--- config.mk ---
export PLATFORM = sky130hd
export DESIGN_NAME = axi_full_slave_mem
export DESIGN_NICKNAME = d
export VERILOG_FILES = /design/src/rtl/axi_full_slave_mem.sv
export SDC_FILE = /design/constraint.sdc
export NUM_CORES = 2
export LEC_CHECK = 0
export BUFFER_PORTS_ARGS = -buffer_cell sky130_fd_sc_hd__buf_4
export CAP_MARGIN = 20
export CORE_ASPECT_RATIO = 1.75
export CORE_MARGIN = 5
export CORE_UTILIZATION = 30
export DETAILED_ROUTE_END_ITERATION = 8
export SLEW_MARGIN = 0
export SYNTH_ARGS = -nofsm -noshare
export SYNTH_HDL_FRONTEND = slang
export SYNTH_SLANG_ARGS = --single-unit
--- constraint.sdc ---
create_clock -name S_AXI_ACLK -period 2.7 [get_ports S_AXI_ACLK]
set_input_delay 0.27 -clock S_AXI_ACLK [delete_from_list [all_inputs] [get_ports S_AXI_ACLK]]
set_output_delay 0.27 -clock S_AXI_ACLK [all_outputs]
set_load 0.01 [all_outputs]
--- src/rtl/axi_full_slave_mem.sv ---
// axi_full_slave_mem: AXI4 full slave backed by a word-addressed memory.
//
// Independent write and read engines, one outstanding burst per direction.
// FIXED, INCR and WRAP bursts are supported; RESERVED and WRAP with an
// unsupported length step like INCR. AxSIZE is ignored: every beat is a full
// data-width word. The burst length comes from AxLEN only; a WLAST that
// disagrees with it is reported as SLVERR, but every beat is still written.
//
// Optional feature: define AXI_FULL_SLAVE_MEM_RANGE_CHECK_EN to error bursts
// whose start word index is beyond the memory. Such writes are suppressed
// (BRESP=SLVERR) and such reads return zero data with RRESP=SLVERR.
// Without the macro, word indices simply wrap modulo C_MEM_DEPTH.
//
// Ports
//   S_AXI_ACLK, S_AXI_ARESET  clock, synchronous active-high reset
//   S_AXI_AW*                 write address channel (ID, ADDR, LEN, SIZE, BURST)
//   S_AXI_W*                  write data channel (DATA, STRB, LAST)
//   S_AXI_B*                  write response channel (ID, RESP)
//   S_AXI_AR*                 read address channel (ID, ADDR, LEN, SIZE, BURST)
//   S_AXI_R*                  read data channel (ID, DATA, RESP, LAST)
module axi_full_slave_mem #(
  parameter int C_S_AXI_ID_WIDTH   = 1,
  parameter int C_S_AXI_DATA_WIDTH = 32,
  parameter int C_S_AXI_ADDR_WIDTH = 12,
  parameter int C_MEM_DEPTH        = 64
) (
  input  logic                              S_AXI_ACLK,
  input  logic                              S_AXI_ARESET,
  input  logic [C_S_AXI_ID_WIDTH-1:0]       S_AXI_AWID,
  input  logic [C_S_AXI_ADDR_WIDTH-1:0]     S_AXI_AWADDR,
  input  logic [7:0]                        S_AXI_AWLEN,
  input  logic [2:0]                        S_AXI_AWSIZE,
  input  logic [1:0]                        S_AXI_AWBURST,
  input  logic                              S_AXI_AWVALID,
  output logic                              S_AXI_AWREADY,
  input  logic [C_S_AXI_DATA_WIDTH-1:0]     S_AXI_WDATA,
  input  logic [C_S_AXI_DATA_WIDTH/8-1:0]   S_AXI_WSTRB,
  input  logic                              S_AXI_WLAST,
  input  logic                              S_AXI_WVALID,
  output logic                              S_AXI_WREADY,
  output logic [C_S_AXI_ID_WIDTH-1:0]       S_AXI_BID,
  output logic [1:0]                        S_AXI_BRESP,
  output logic                              S_AXI_BVALID,
  input  logic                              S_AXI_BREADY,
  input  logic [C_S_AXI_ID_WIDTH-1:0]       S_AXI_ARID,
  input  logic [C_S_AXI_ADDR_WIDTH-1:0]     S_AXI_ARADDR,
  input  logic [7:0]                        S_AXI_ARLEN,
  input  logic [2:0]                        S_AXI_ARSIZE,
  input  logic [1:0]                        S_AXI_ARBURST,
  input  logic                              S_AXI_ARVALID,
  output logic                              S_AXI_ARREADY,
  output logic [C_S_AXI_ID_WIDTH-1:0]       S_AXI_RID,
  output logic [C_S_AXI_DATA_WIDTH-1:0]     S_AXI_RDATA,
  output logic [1:0]                        S_AXI_RRESP,
  output logic                              S_AXI_RLAST,
  output logic                              S_AXI_RVALID,
  input  logic                              S_AXI_RREADY
);

  localparam int BYTES  = C_S_AXI_DATA_WIDTH / 8;
  localparam int BYTE_W = $clog2(BYTES);
  localparam int IDX_W  = $clog2(C_MEM_DEPTH);
  localparam int WIDX_W = C_S_AXI_ADDR_WIDTH - BYTE_W;

  localparam logic [1:0] RESP_OKAY   = 2'b00;
  localparam logic [1:0] RESP_SLVERR = 2'b10;
  localparam logic [1:0] BURST_FIXED = 2'b00;
  localparam logic [1:0] BURST_WRAP  = 2'b10;

  typedef enum logic [1:0] {W_IDLE = 2'd0, W_DATA = 2'd1, W_RESP = 2'd2} w_state_t;
  typedef enum logic {R_IDLE = 1'b0, R_DATA = 1'b1} r_state_t;

  // Next memory index for one burst step. WRAP only wraps for the legal
  // lengths 2/4/8/16 beats; anything else falls back to INCR.
  function automatic logic [IDX_W-1:0] next_index(
    input logic [IDX_W-1:0] idx,
    input logic [7:0]       len,
    input logic [1:0]       burst
  );
    logic [IDX_W-1:0] inc;
    logic [IDX_W-1:0] mask;
    logic [IDX_W+7:0] len_ext;
    inc     = idx + {{(IDX_W-1){1'b0}}, 1'b1};
    len_ext = {{IDX_W{1'b0}}, len};
    mask    = len_ext[IDX_W-1:0];
    case (burst)
      BURST_FIXED: next_index = idx;
      BURST_WRAP: begin
        if (len == 8'd1 || len == 8'd3 || len == 8'd7 || len == 8'd15) begin
          next_index = (idx & ~mask) | (inc & mask);
        end else begin
          next_index = inc;
        end
      end
      default: next_index = inc;
    endcase
  endfunction

  logic [C_S_AXI_DATA_WIDTH-1:0] mem [C_MEM_DEPTH];

  logic [WIDX_W-1:0] aw_word_s;
  logic [WIDX_W-1:0] ar_word_s;
  logic              aw_oor_s;
  logic              ar_oor_s;

  assign aw_word_s = S_AXI_AWADDR[C_S_AXI_ADDR_WIDTH-1:BYTE_W];
  assign ar_word_s = S_AXI_ARADDR[C_S_AXI_ADDR_WIDTH-1:BYTE_W];

`ifdef AXI_FULL_SLAVE_MEM_RANGE_CHECK_EN
  // Depth is a power of two, so "index >= depth" is "any bit above the index field set".
  assign aw_oor_s = ((aw_word_s >> IDX_W) != {WIDX_W{1'b0}});
  assign ar_oor_s = ((ar_word_s >> IDX_W) != {WIDX_W{1'b0}});
`else
  assign aw_oor_s = 1'b0;
  assign ar_oor_s = 1'b0;
`endif

  // Byte offsets, AxSIZE and the upper word-index bits carry no function here.
  logic unused_s;
  assign unused_s = ^{S_AXI_AWSIZE, S_AXI_ARSIZE, S_AXI_AWADDR[BYTE_W-1:0],
                      S_AXI_ARADDR[BYTE_W-1:0], aw_word_s, ar_word_s};

  // ---------------- write engine ----------------
  w_state_t                    w_state_r;
  logic                        awready_r;
  logic                        wready_r;
  logic                        bvalid_r;
  logic [1:0]                  bresp_r;
  logic [C_S_AXI_ID_WIDTH-1:0] bid_r;
  logic [IDX_W-1:0]            widx_r;
  logic [7:0]                  wlen_r;
  logic [1:0]                  wburst_r;
  logic [7:0]                  wcnt_r;
  logic                        wlast_err_r;
  logic                        wrange_err_r;

  logic w_hs_s;
  logic w_final_s;
  logic w_beat_err_s;
  logic mem_we_s;

  // wready_r is only ever set in W_DATA, so a handshake implies that state.
  assign w_hs_s       = S_AXI_WVALID && wready_r;
  assign w_final_s    = (wcnt_r == wlen_r);
  assign w_beat_err_s = w_final_s ? !S_AXI_WLAST : S_AXI_WLAST;
  assign mem_we_s     = w_hs_s && !wrange_err_r && !S_AXI_ARESET;

  // Write FSM: AW capture, data beats, response.
  always_ff @(posedge S_AXI_ACLK) begin
    if (S_AXI_ARESET) begin
      w_state_r    <= W_IDLE;
      awready_r    <= 1'b0;
      wready_r     <= 1'b0;
      bvalid_r     <= 1'b0;
      bresp_r      <= RESP_OKAY;
      bid_r        <= {C_S_AXI_ID_WIDTH{1'b0}};
      widx_r       <= {IDX_W{1'b0}};
      wlen_r       <= 8'd0;
      wburst_r     <= 2'b00;
      wcnt_r       <= 8'd0;
      wlast_err_r  <= 1'b0;
      wrange_err_r <= 1'b0;
    end else begin
      case (w_state_r)
        W_IDLE: begin
          if (S_AXI_AWVALID && awready_r) begin
            bid_r        <= S_AXI_AWID;
            widx_r       <= aw_word_s[IDX_W-1:0];
            wlen_r       <= S_AXI_AWLEN;
            wburst_r     <= S_AXI_AWBURST;
            wcnt_r       <= 8'd0;
            wlast_err_r  <= 1'b0;
            wrange_err_r <= aw_oor_s;
            awready_r    <= 1'b0;
            wready_r     <= 1'b1;
            w_state_r    <= W_DATA;
          end else begin
            awready_r <= 1'b1;
          end
        end
        W_DATA: begin
          if (w_hs_s) begin
            widx_r <= next_index(widx_r, wlen_r, wburst_r);
            wcnt_r <= wcnt_r + 8'd1;
            if (w_final_s) begin
              wready_r  <= 1'b0;
              bvalid_r  <= 1'b1;
              bresp_r   <= (wlast_err_r || w_beat_err_s || wrange_err_r) ? RESP_SLVERR : RESP_OKAY;
              w_state_r <= W_RESP;
            end else begin
              wlast_err_r <= wlast_err_r | w_beat_err_s;
            end
          end
        end
        W_RESP: begin
          if (S_AXI_BREADY && bvalid_r) begin
            bvalid_r  <= 1'b0;
            bresp_r   <= RESP_OKAY;
            awready_r <= 1'b1;
            w_state_r <= W_IDLE;
          end
        end
        default: begin
          w_state_r <= W_IDLE;
          awready_r <= 1'b0;
          wready_r  <= 1'b0;
          bvalid_r  <= 1'b0;
          bresp_r   <= RESP_OKAY;
        end
      endcase
    end
  end

  // Byte-enabled memory write; the array itself is never reset.
  always_ff @(posedge S_AXI_ACLK) begin
    if (mem_we_s) begin
      for (int b = 0; b < BYTES; b++) begin
        if (S_AXI_WSTRB[b]) begin
          mem[widx_r][b*8 +: 8] <= S_AXI_WDATA[b*8 +: 8];
        end
      end
    end
  end

  // ---------------- read engine ----------------
  r_state_t                    r_state_r;
  logic                        arready_r;
  logic                        rvalid_r;
  logic                        rlast_r;
  logic [1:0]                  rresp_r;
  logic [C_S_AXI_ID_WIDTH-1:0] rid_r;
  logic [IDX_W-1:0]            ridx_r;
  logic [7:0]                  rlen_r;
  logic [1:0]                  rburst_r;
  logic [7:0]                  rcnt_r;
  logic                        rrange_err_r;

  // Read FSM: AR capture, then one beat per R handshake.
  always_ff @(posedge S_AXI_ACLK) begin
    if (S_AXI_ARESET) begin
      r_state_r    <= R_IDLE;
      arready_r    <= 1'b0;
      rvalid_r     <= 1'b0;
      rlast_r      <= 1'b0;
      rresp_r      <= RESP_OKAY;
      rid_r        <= {C_S_AXI_ID_WIDTH{1'b0}};
      ridx_r       <= {IDX_W{1'b0}};
      rlen_r       <= 8'd0;
      rburst_r     <= 2'b00;
      rcnt_r       <= 8'd0;
      rrange_err_r <= 1'b0;
    end else begin
      case (r_state_r)
        R_IDLE: begin
          if (S_AXI_ARVALID && arready_r) begin
            rid_r        <= S_AXI_ARID;
            ridx_r       <= ar_word_s[IDX_W-1:0];
            rlen_r       <= S_AXI_ARLEN;
            rburst_r     <= S_AXI_ARBURST;
            rcnt_r       <= 8'd0;
            rrange_err_r <= ar_oor_s;
            rresp_r      <= ar_oor_s ? RESP_SLVERR : RESP_OKAY;
            rlast_r      <= (S_AXI_ARLEN == 8'd0);
            arready_r    <= 1'b0;
            rvalid_r     <= 1'b1;
            r_state_r    <= R_DATA;
          end else begin
            arready_r <= 1'b1;
          end
        end
        R_DATA: begin
          if (S_AXI_RREADY && rvalid_r) begin
            if (rcnt_r == rlen_r) begin
              rvalid_r     <= 1'b0;
              rlast_r      <= 1'b0;
              rresp_r      <= RESP_OKAY;
              rrange_err_r <= 1'b0;
              arready_r    <= 1'b1;
              r_state_r    <= R_IDLE;
            end else begin
              ridx_r  <= next_index(ridx_r, rlen_r, rburst_r);
              rcnt_r  <= rcnt_r + 8'd1;
              rlast_r <= ((rcnt_r + 8'd1) == rlen_r);
            end
          end
        end
        default: begin
          r_state_r <= R_IDLE;
          arready_r <= 1'b0;
          rvalid_r  <= 1'b0;
          rlast_r   <= 1'b0;
          rresp_r   <= RESP_OKAY;
        end
      endcase
    end
  end

  // Read data is a combinational view of the array, so a same-cycle write
  // to the word being read shows up only after that write's clock edge.
  assign S_AXI_RDATA   = (rvalid_r && !rrange_err_r) ? mem[ridx_r] : {C_S_AXI_DATA_WIDTH{1'b0}};
  assign S_AXI_RVALID  = rvalid_r;
  assign S_AXI_RLAST   = rlast_r;
  assign S_AXI_RRESP   = rresp_r;
  assign S_AXI_RID     = rid_r;
  assign S_AXI_ARREADY = arready_r;

  assign S_AXI_AWREADY = awready_r;
  assign S_AXI_WREADY  = wready_r;
  assign S_AXI_BVALID  = bvalid_r;
  assign S_AXI_BRESP   = bresp_r;
  assign S_AXI_BID     = bid_r;

endmodule

## Yosys cells after proc, flatten, opt, wreduce, memory -nomap -nowiden

Memories as Yosys holds them, arrays and structs flattened. A register that Yosys moved wholly into a read port is not among the register bits.
Cells that the tools add are included.

| word-level totals | value |
|---|---|
| word-level logic and storage cells | 182 |
| memories | 1 |
| bits of input ports | 96 |
| flip-flop bits (word level) | 65 |
| output and inout bits | 44 |
| RAM bits | 2048 |

Memories:

| name | words | bits a word | rd ports | clocked after Yosys merged registers in | wr ports | RTL line | RTL |
|---|---|---|---|---|---|---|---|
| mem | 64 | 32 | 1 | 1 | 1 | 99 | `logic [C_S_AXI_DATA_WIDTH-1:0] mem [C_MEM_DEPTH];` |

| operators by class | value |
|---|---|
| reductions and logical operators | 36 |
| bitwise operators | 13 |
| add/sub/neg operators | 4 |
| eq/ne operators | 26 |
| mux-type cells | 80 |

Operators with widths:

| cell | number |
|---|---|
| 6-bit 2-to-1 mux | 9 |
| 6-bit case mux with 2 select lines | 4 |
| 8-bit 2-to-1 mux | 5 |
| 1-bit 2-to-1 mux | 37 |
| 32-bit 2-to-1 mux | 1 |
| 8-bit case mux with 2 select lines | 2 |
| 6-bit AND | 4 |
| 8-bit == test | 3 |
| 4-bit AND reduction | 6 |
| 2-bit 2-to-1 mux | 10 |
| 2-bit inequality test (second input constant) | 9 |
| 8-bit by 1-bit adder with 8-bit output (second input constant) | 2 |
| 8-bit by 1-bit == test with 1-bit output (second input constant) | 2 |
| 8-bit by 2-bit == test with 1-bit output (second input constant) | 2 |
| 8-bit by 3-bit == test with 1-bit output (second input constant) | 2 |
| 8-bit by 4-bit == test with 1-bit output (second input constant) | 2 |
| 6-bit by 1-bit adder with 6-bit output (second input constant) | 2 |
| 6-bit inverter | 2 |
| 6-bit OR | 2 |
| 1-bit case mux with 2 select lines | 6 |
| 2-bit case mux with 3 select lines | 2 |
| 2-bit AND reduction | 5 |
| 1-bit case mux with 3 select lines | 3 |
| 3-bit AND reduction | 3 |
| 12 further kinds | 34 |

## Longest topological paths before layout

| depth | value |
|---|---|
| depth after elaboration | 11 |
| mapped depth | 10 |
| gate-level depth less buffers | 7 |

## Worst setup path before layout

OpenSTA, ideal clock, no wires.

| path | value |
|---|---|
| path kind | flip-flop to output port |
| from | register with a tool-made name |
| to | output S_AXI_RDATA[29] |
| arrival | 2105 ps |
| required time | 2430 ps |
| path buffers | 3 |
| cell stages (with the launch flop) | 8 |
| setup slack | 325 ps |
| cells stage by stage | dfxtp_1 > buf_6 > buf_6 > buf_2 > mux4_2 > mux4_2 > a22oi_1 > nand2_1 |

RTL lines:

| what | RTL line | RTL |
|---|---|---|
| end, declared | 53 | `output logic [C_S_AXI_DATA_WIDTH-1:0] S_AXI_RDATA,` |

==> impl_metrics.yaml <==
pwr:
  leakage_nw: 31.87
  p_per_area_nw_per_um2: 665.9
  peakVddDrop_mv: 0.5026
final_layout:
  fin_nets: 4963
  stdcell_count: 8611
  fin_util_pct: 37.06
  area_delta_synth_final_pct: 23.17
  drive_gt1_share_pct: 36.61
sta:
  rsz0062_at_grt: "yes"
  finalMaxSlewViolations: 0
  fin_ws_ns: -1.094
  hold_violations: 0
  max_freq_ghz: 0.2636
  whs_ns: 0.2804
  layout_min_cycle_time_ns: 3.794
  fin_crit_sh_pct: 140.5
  worst_pin_slew_ns: 1.213
  fin_skew_ns: 0.08226
  setup_tns_ns: -31.80
  finalSetupViolCount: 32
  relSlewSlack_pct: 18.86
critical_path:
  crit_required_ns: 2.43
  critPathCaptureType: "output pin"
  crit_end: "S_AXI_RDATA[2]"
  cp-start-kind: "flip-flop"
  crit_path_max_fanout: 7
  r2r_setup_slack_ns: 0.08
  crit_chain: "buf_6 > buf_12 > buf_16 > buf_12 > buf_12 > mux4_2 > mux4_2 > o21ai_1 > buf_4 > nor3_4 > buf_6"
  reg2reg_to: "mem[63][3]"
  crit_arrival_ns: 3.52
  cp_slowest_cell: "mux4_2"
  crit_top_cell: "buf_12"
  critical_path_class: "reg2out"
  reg2reg_depth: 5
  max_stage_delay_ns: 0.60
cts:
  cts_buffers: 187
  cts.reportedPaths.clkPinSlew_ns: 0.07
  htreeDepth: 4
  clk_latency_ns: 0.88
  cts_buffer_depth: 4
  cts.sinks: 2115
  root_buffer: "clkbuf_16"
  tritoncts: "done"
routing:
  drc_errors: 0
  dr.pass1.iters: 6
  first_iter_violations: 4534
  wire_per_inst_um: 28.84
  vias: 43780
  routed_wl_um: 248300
  antenna_left: 0
  drt-vias-per-instance: 5.084
die:
  dieArea_um2: 286800
  num_rows: 255
  initial_core_util_pct: 30.09
  ioPinCount: 140
  coreArea_um2: 275000
  die_h_um: 704.7
  die_w_um: 407.0
global_routing:
  grt.busiest_layer: "met2"
  grt_use_met1_pct: 18.84
  grtUsageMet2_pct: 30.49
  grt_max_degree: 65
  grt_antenna_before_repair: 7
  grt_pass1_wl_um: 347000
  grt_pass1_vias: 45140
  grt_usage_pct: 17.01
  grt_overflow: 0
  grt_use_met3_pct: 2.423
synth:
  yosysSeqAreaShare_pct: 75.95
  syn_inst: 3957
  yosys-top-cells-area: "edfxtp_1 (74%), mux4_2 (15%), dfxtp_1 (1.6%)"
  yosys_warnings: 0
  synth_top_area_cell: "edfxtp_1"
  synth_ff_type: "edfxtp_1"
  synth_top_family_by_area: "multiplexers"
  ys_ff_latch: 2115
  synth_area_per_cell_um2: 20.91
  async_flop_share_pct: 0
  synthesis.area_um2: 82740
  synth_compound_area_share_pct: 2.090
  synth_edf_count: 2048
  synth_cell_types: 67
  yosysMostFrequentCell: "edfxtp_1"
  synth_common_cells: "edfxtp_1 (2,048), mux4_2 (568), nor2_1 (333)"
  synth-xor-area-share_pct: 0.3493
  synthMuxAreaShare_pct: 16.68
  synthAdderAreaFrac_pct: 0.06049
  synthSimpleGateAreaFrac_pct: 3.351
  netlist.area_leader.share_pct: 74.33
status:
  violations: "setup timing"
  status: "finished, violations left"
run:
  maxCapViolCount: 0
placement:
  place_inst: 8088
  port_buffers: 118
  dp_hpwl_um: 169200
  gp_congestion: 0.8688
hold_path:
  hp-start: "S_AXI_AWLEN[4]"
  hp-class: "in2reg"
## registers in the layout, indices dropped and copies added (netlist names), 2 cells and up, named ones only
register,count
wburst_r,2
ridx_r,6
rlen_r,8
w_state_r,2
rburst_r,2
wcnt_r,8
mem,2048
wlen_r,8
rcnt_r,8
## where the power goes
group	internal, mW	switching [mW]	total, mW
Combinational	2.48	2.98	5.46
Sequential	36.0	0.106	36.1
Clock	14.3	12.0	26.3
Total	52.8	15.1	67.9
## per-stage QoR
| stage | instance area, um^2 | power (mW) | setup slack (ns) |
|---|---|---|---|
| after floorplan | 82750 | 39.08 | 0.3246 |
| final | 101900 | 67.86 | -1.094 |
| after detailed placement | 92480 | 41.52 | -0.7461 |
| after global placement | 92480 | 41.46 | -0.7449 |
| after CTS | 101600 | 68.33 | -1.148 |
| after global routing | 101900 | 69.86 | -1.150 |
## critical path, delay by kind of cell, from the launching register on
kind / cells / cell delay, ns
compound gates: 1 / 0.16
buf+inv: 7 / 0.97
flops: 1 / 0.42
mux: 2 / 1.07
simple gates: 1 / 0.05
## what timing repair did
action / CTS / global route
setup buffers: 60 / 18
gates resized for setup: 262 / 52
endpoints found under the setup margin: 32 / 33
hold buffers: 97 / 0
gates cloned: 22 / 2
hold endpoints to repair: 1168 / 0
pin swaps: 49 / 29
## logic make-up after synthesis
kind of cell | after synthesis
AO/OA/AOI/OAI | 260
XOR/XNOR | 33
adder cells (fa/ha/maj) | 4
buffers and inverters | 235
flip-flops | 2115
multiplexers | 667
other | 1
AND/OR/NAND/NOR | 642
## layout by cell type (no fill, tap or decap), types with 30 or more instances in the layout
| cell | count |
|---|---|
| nor2_1 | 327 |
| edfxtp_1 | 2048 |
| buf_6 | 49 |
| buf_16 | 32 |
| buf_12 | 66 |
| clkbuf_16 | 190 |
| clkinv_1 | 49 |
| a21oi_1 | 56 |
| clkinv_2 | 30 |
| dfxtp_1 | 59 |
| mux2i_1 | 74 |
| buf_4 | 683 |
| nand2_1 | 153 |
| mux4_2 | 568 |
| dlygate4sd3_1 | 97 |
## area by class of cell
cell class	instances	area (um^2)
inverters	6	25.02
clock inverters	120	1035
multi-input cells	1609	19500
repair buffers	944	9180
flip-flops and latches	2115	62860
fillers	25030	173100
diodes	6	15.01
well taps	3598	4502
clock buffers	213	4798
## routing by layer
metal / wire length, um / share of wire, % / up-vias
met2: 130800 / 53 / 1752
met4: 19010 / 7.7 / 10
met3: 14210 / 5.7 / 526
met1: 84260 / 34 / 23340
met5: 69 / 0.028 / -
li1: - / - / 18150
## worst min path at each step
| stage | to | slack (ns) | cells past startpoint |
|---|---|---|---|
| floorplan | mem[0][0] | 0.37 | 0 |
| global placement | S_AXI_BID | 0.45 | 2 |
| detailed placement | S_AXI_RID | 0.45 | 2 |
| CTS | wlen_r[4] | 0.21 | 4 |
| global route | wlen_r[4] | 0.26 | 4 |
| finish | wlen_r[4] | 0.28 | 4 |
Note: power is estimated with default switching activity, not from simulation.
